**config.mk**
```make
export PLATFORM = sky130hd
export DESIGN_NAME = punching_collect
export DESIGN_NICKNAME = d
export VERILOG_FILES = /design/src/rtl/punching_pkg.sv /design/src/rtl/punching_err_cnt.sv /design/src/rtl/punching_collect.sv
export SDC_FILE = /design/constraint.sdc
export NUM_CORES = 1
export LEC_CHECK = 0
export ABC_CLOCK_PERIOD_IN_PS = 5600
export BUFFER_PORTS_ARGS = -buffer_cell sky130_fd_sc_hd__buf_2
export CAP_MARGIN = 20
export CORE_ASPECT_RATIO = 0.75
export CORE_MARGIN = 2
export CORE_UTILIZATION = 43
export DETAILED_ROUTE_END_ITERATION = 12
export GPL_ROUTABILITY_DRIVEN = 0
export PLACE_DENSITY_LB_ADDON = 0.05
export SYNTH_ARGS = -nofsm -noshare
export SYNTH_HDL_FRONTEND = slang
export SYNTH_HIERARCHICAL = 1
export SYNTH_SLANG_ARGS = --single-unit
```
**constraint.sdc**
```tcl
create_clock -name clk -period 5.6 [get_ports clk]
set_input_delay 0.84 -clock clk [delete_from_list [all_inputs] [get_ports clk]]
set_output_delay 0.84 -clock clk [all_outputs]
set_load 0.03 [all_outputs]
```
**src/rtl/punching_pkg.sv**
```systemverilog
// Shared definitions for the punching result collector.
//   DEF_WIDTH / DEF_CNT_W : default word width and mismatch-counter width
//   state_t               : collector state (FILL accepting bits, PEND holding a word)
//   expected_c            : closed-form reference result of the punching datapath
package punching_pkg;

  localparam int unsigned DEF_WIDTH = 8;
  localparam int unsigned DEF_CNT_W = 16;

  typedef enum logic {
    FILL = 1'b0,
    PEND = 1'b1
  } state_t;

  function automatic logic expected_c(input logic a, input logic b);
    return a & b;
  endfunction

endpackage

```
**src/rtl/punching_err_cnt.sv**
```systemverilog
// Saturating mismatch counter with sticky error flag.
//   clk, reset : clock and asynchronous active-high reset
//   inc        : count one mismatch this cycle
//   count      : mismatches seen, holds at all-ones
//   sticky     : set on the first mismatch, cleared only by reset
module punching_err_cnt #(
  parameter int unsigned CNT_W = 16
) (
  input  logic             clk,
  input  logic             reset,
  input  logic             inc,
  output logic [CNT_W-1:0] count,
  output logic             sticky
);

  always_ff @(posedge clk or posedge reset) begin
    if (reset) begin
      count  <= '0;
      sticky <= 1'b0;
    end else if (inc) begin
      if (count != '1) count <= count + 1'b1;
      sticky <= 1'b1;
    end
  end

endmodule

```
**src/rtl/punching_collect.sv**
```systemverilog
// Collects result bits from the punching datapath into WIDTH-bit words,
// emits them on a valid/ready port with parity and valid-bit count, and
// checks every accepted bit against c == a & b.
//   clk, reset                     : clock, asynchronous active-high reset
//   in_valid/in_ready              : input handshake for one (a, b, c) triple
//   in_a, in_b, in_c               : operands and returned result bit
//   flush                          : emit the partially filled word
//   out_valid/out_ready            : output word handshake
//   out_word, out_count, out_parity: packed bits (first bit in bit 0), count, XOR
//   err_cnt, err_sticky            : saturating mismatch count, sticky error flag
module punching_collect
  import punching_pkg::*;
#(
  parameter int unsigned WIDTH = DEF_WIDTH,
  parameter int unsigned CNT_W = DEF_CNT_W
) (
  input  logic                       clk,
  input  logic                       reset,
  input  logic                       in_valid,
  output logic                       in_ready,
  input  logic                       in_a,
  input  logic                       in_b,
  input  logic                       in_c,
  input  logic                       flush,
  output logic                       out_valid,
  input  logic                       out_ready,
  output logic [WIDTH-1:0]           out_word,
  output logic [$clog2(WIDTH+1)-1:0] out_count,
  output logic                       out_parity,
  output logic [CNT_W-1:0]           err_cnt,
  output logic                       err_sticky
);

  localparam int unsigned IDX_W = $clog2(WIDTH + 1);

  state_t           state, state_d;
  logic [WIDTH-1:0] acc, acc_d, acc_in, word_d;
  logic [IDX_W-1:0] idx, idx_d, idx_in, count_d;
  logic             parity_d, valid_d;
  logic             accept, xfer, out_free, mismatch;

  assign in_ready = (state == FILL) & ~reset;
  assign accept   = in_valid & in_ready;
  assign xfer     = out_valid & out_ready;
  assign out_free = ~out_valid | out_ready;
  assign mismatch = accept & (in_c != expected_c(in_a, in_b));

  always_ff @(posedge clk or posedge reset) begin
    if (reset) begin
      state      <= FILL;
      acc        <= '0;
      idx        <= '0;
      out_valid  <= 1'b0;
      out_word   <= '0;
      out_count  <= '0;
      out_parity <= 1'b0;
    end else begin
      state      <= state_d;
      acc        <= acc_d;
      idx        <= idx_d;
      out_valid  <= valid_d;
      out_word   <= word_d;
      out_count  <= count_d;
      out_parity <= parity_d;
    end
  end

  always_comb begin
    state_d  = state;
    acc_d    = acc;
    idx_d    = idx;
    valid_d  = out_valid;
    word_d   = out_word;
    count_d  = out_count;
    parity_d = out_parity;

    // Accumulator and index as they stand after this cycle's accept (if any).
    acc_in = acc;
    for (int unsigned i = 0; i < WIDTH; i++) begin
      if (accept && (idx == IDX_W'(i))) acc_in[i] = in_c;
    end
    idx_in = idx + IDX_W'(accept);

    if (xfer) valid_d = 1'b0;

    case (state)
      FILL: begin
        acc_d = acc_in;
        idx_d = idx_in;
        // idx_in != 0 covers both "bits already held" and "bit accepted now".
        if ((accept && (idx_in == IDX_W'(WIDTH))) || (flush && (idx_in != '0))) begin
          if (out_free) begin
            valid_d  = 1'b1;
            word_d   = acc_in;
            count_d  = idx_in;
            parity_d = ^acc_in; // unused upper bits are zero
            acc_d    = '0;
            idx_d    = '0;
          end else begin
            state_d = PEND;
          end
        end
      end
      PEND: begin
        if (xfer) begin
          valid_d  = 1'b1;
          word_d   = acc;
          count_d  = idx;
          parity_d = ^acc;
          acc_d    = '0;
          idx_d    = '0;
          state_d  = FILL;
        end
      end
      default: state_d = FILL;
    endcase
  end

  punching_err_cnt #(
    .CNT_W(CNT_W)
  ) u_err_cnt (
    .clk   (clk),
    .reset (reset),
    .inc   (mismatch),
    .count (err_cnt),
    .sticky(err_sticky)
  );

endmodule
```
==> metrics <==
status complete, no violations; post-synth net total 269; Worst-path clk slew ~0.08 ns; slowest CP cell a21o_1; DRT Pass-1 Iters 4; hold buffer count at cts 0; fin. max-slew vios 0; RSZ-0062 raised after global routing no; Post-Route Utilization 0.500; CTS root buf clkbuf_8; setup_tns 0 ns; asr flop ratio synth 1.00; fmax roughly 330 MHz; sw frac 0.434; global route hottest layer met1; worst r2r src state$_DFF_PP0_; post-synth cell types 52; Seq cells post-synth 44; final setup vio count 0; CP Capture Type flop; layout cells sized above 1 0.205; CP Max Fanout 11; Worst EP required 5.79 ns; leakage 1.29 nW; Num Clock Sinks 44; first-pass GRT wire length between 10000 and 15000 microns; CP max stage delay approximately 0.37 ns; HPWL Detailed 4570 microns; synthesis warning total 6; Layout Skew approximately 0.0045 ns; drt drc 0; worst skew pair latency 0.30 ns; DR vias a little under 2000; Via density 5.33; I/O Pins 40; die height 70.7 microns; TritonCTS clock tree done; Die ar. about 6600 sq um; vias in the first global route between 1500 and 2000; standard-cell rows 24; Combinational Power Share 0.390; Hold Slack 0.474 ns; Max Root-Sink Buffers 2; main flop type after synthesis dfrtp_1; final WL 6100 microns; worst reg2reg path endpoint acc[2]$_DFFE_PP0P_; Worst Setup Start Kind primary input; Port Buffer Count 39; grt met1 use 0.361; fillers 552; Ant. Diodes 0; Syn Inst Count between 200 and 300; Synth area leaders dfrtp_1 43%, xnor2_1 7.6%, mux2i_1 4.7%; syn_area_per_cell 9.89 sq um; Reg2Reg Setup Slack 2.61 ns; end point of the critical path acc[2]$_DFFE_PP0P_; number of synthesized flops with an enable pin 0; setup bufs post-CTS 0; worst path cell trace buf_2, nor3b_2, ha_1, ha_1, xnor2_1, a31oi_1, a31oi_1, a21o_1, nor2_1, a22o_1; Tot GR Track Use 0.202; Worst R2R Path Depth 9; met2 usage 0.238; pwr dens 368 nW/um^2; Worst Tran Pin Value about 0.7 ns; Max-slew headroom 0.527; post-synth top area cell dfrtp_1; WP data arrival about 3.2 ns; Num CTS Buffers 5; H-tree levels 2; nets roughly 300; Starting Density 0.442; antenna violations before repair 0; share of power burned in registers 0.426; Clock power frac 0.184; die width slightly above 90 microns; Synth top area share 0.432; largest net degree at the start of global routing 26; 1st-iter DRT viols 123; mapped cell area 2550 sq um; post-cts gate resize count 0; crit share post-route 0.537; Internal Power 0.000600 W; GR Layer Usage met3 0.0351; final hold vios 0; min Tclk post-route around 3.0 ns; routed len/inst roughly 16 microns; Area after DPL 2800 sq um; GRT overflow 0; Psw 0.000460 W; fin area 2880 sq um; VDD IR max between 0.00015 and 0.0002 V; sequential share of the synthesized area 0.432; Layout area overhead 13.0%; Post-DRT Antenna Nets 0; core area 5770 sq um; crit path from reset; Crit Path Class in2reg; max_cap viols 0; HP Class reg2reg
==> worst max-delay path: cells and delay by family <==
family,cells,cell delay (ns)
buffers and inverters,1,0.15
AO/OA/AOI/OAI,4,1.04
AND/OR/NAND/NOR,2,0.51
adder cells (fa/ha/maj),2,0.50
XOR/XNOR,1,0.16
==> layer usage <==
metal	share of wire	vias to the layer above
li1	-	983
met1	0.59	951
met2	0.37	34
met3	0.031	4
met4	0.0066	0
met5	0	-
==> synth_stat cells, types with 2 or more instances <==
library cell and instances:
clkbuf_1 3, and2_1 2, buf_1 3, and3_1 4, xor2_1 6, a31oi_1 3, ha_1 3, a22o_1 7
nand3b_1 2, nor3_1 6, o21ai_1 2, nand4_1 7, buf_6 2, o21a_1 2, nand2b_1 3, a211oi_1 3
nand2_1 29, nor2_1 9, inv_1 8, xnor2_1 22, and4_1 3, dfrtp_1 44, o21ai_0 24, buf_2 5
nor2b_1 2, nand3_1 9, a21oi_1 9, mux2i_1 12
==> cell families after synthesis <==
logic type,count (synthesis),synth area share
mux,14,0.0574
buf+inv,22,0.0422
simple gates,90,0.212
xor+xnor,28,0.0961
fa+ha+maj,3,0.0147
compound gates,57,0.146
flops,44,0.432
==> stage by stage <==
step / total power (W) / instances / setup WS, ns
floorplan: 0.000757 / 258 / 2.71
global placement: 0.000862 / 362 / 2.37
detailed placement: 0.000870 / 363 / 2.33
CTS: 0.00107 / 370 / 2.63
global route: 0.00115 / 370 / 2.30
finish: 0.00106 / 370 / 2.59
==> cells in the final DEF (no fill, tap or decap), types with 7 or more instances in the layout <==
cell / n
a21oi_1: 9
inv_1: 8
mux2i_1: 12
nand2_1: 29
nand3_1: 9
nand4_1: 7
o21ai_0: 24
nor2_1: 9
a22o_1: 7
xnor2_1: 22
dfrtp_1: 44
buf_2: 39
==> sequential cells by signal, summed over array words and instances (netlist names) <==
name / count
u_err_cnt/count: 16
acc: 8
out_word: 8
idx: 4
out_count: 4
out_parity: 1
out_valid: 1
state: 1
u_err_cnt/sticky: 1
==> how the worst min path moves through the flow <==
stage	cells after the start	from	to	slack, ns
2_1_floorplan	2	acc[1]$_DFFE_PP0P_	acc[1]$_DFFE_PP0P_	0.49
3_3_place_gp	1	u_err_cnt/sticky$_DFFE_PP0P_	u_err_cnt/sticky$_DFFE_PP0P_	0.45
3_5_place_dp	1	u_err_cnt/sticky$_DFFE_PP0P_	u_err_cnt/sticky$_DFFE_PP0P_	0.46
4_1_cts	1	u_err_cnt/sticky$_DFFE_PP0P_	u_err_cnt/sticky$_DFFE_PP0P_	0.48
5_1_grt	1	u_err_cnt/sticky$_DFFE_PP0P_	u_err_cnt/sticky$_DFFE_PP0P_	0.50
6_report	1	u_err_cnt/sticky$_DFFE_PP0P_	u_err_cnt/sticky$_DFFE_PP0P_	0.47
==> layout make-up <==
| class | count | area (sq um) | area share |
|---|---|---|---|
| clock inverter | 2 | 12.5 | 0.00434 |
| clock buffer | 5 | 68.8 | 0.0239 |
| multi-input combinational | 192 | 1340 | 0.466 |
| inverter | 8 | 30.0 | 0.0104 |
| tap | 78 | 97.6 | 0.0339 |
| sequential | 44 | 1100 | 0.382 |
| timing repair buffer | 41 | 230 | 0.0799 |
==> power by group through the flow <==
stage / clock, W / combinational, W / sequential [W]
floorplan: 0 / 0.000278 / 0.000479
global placement: 0 / 0.000407 / 0.000455
detailed placement: 0 / 0.000413 / 0.000456
CTS: 0.000203 / 0.000416 / 0.000451
global route: 0.000214 / 0.000469 / 0.000463
finish: 0.000196 / 0.000413 / 0.000451
Note: power is estimated with default switching activity, not from simulation.
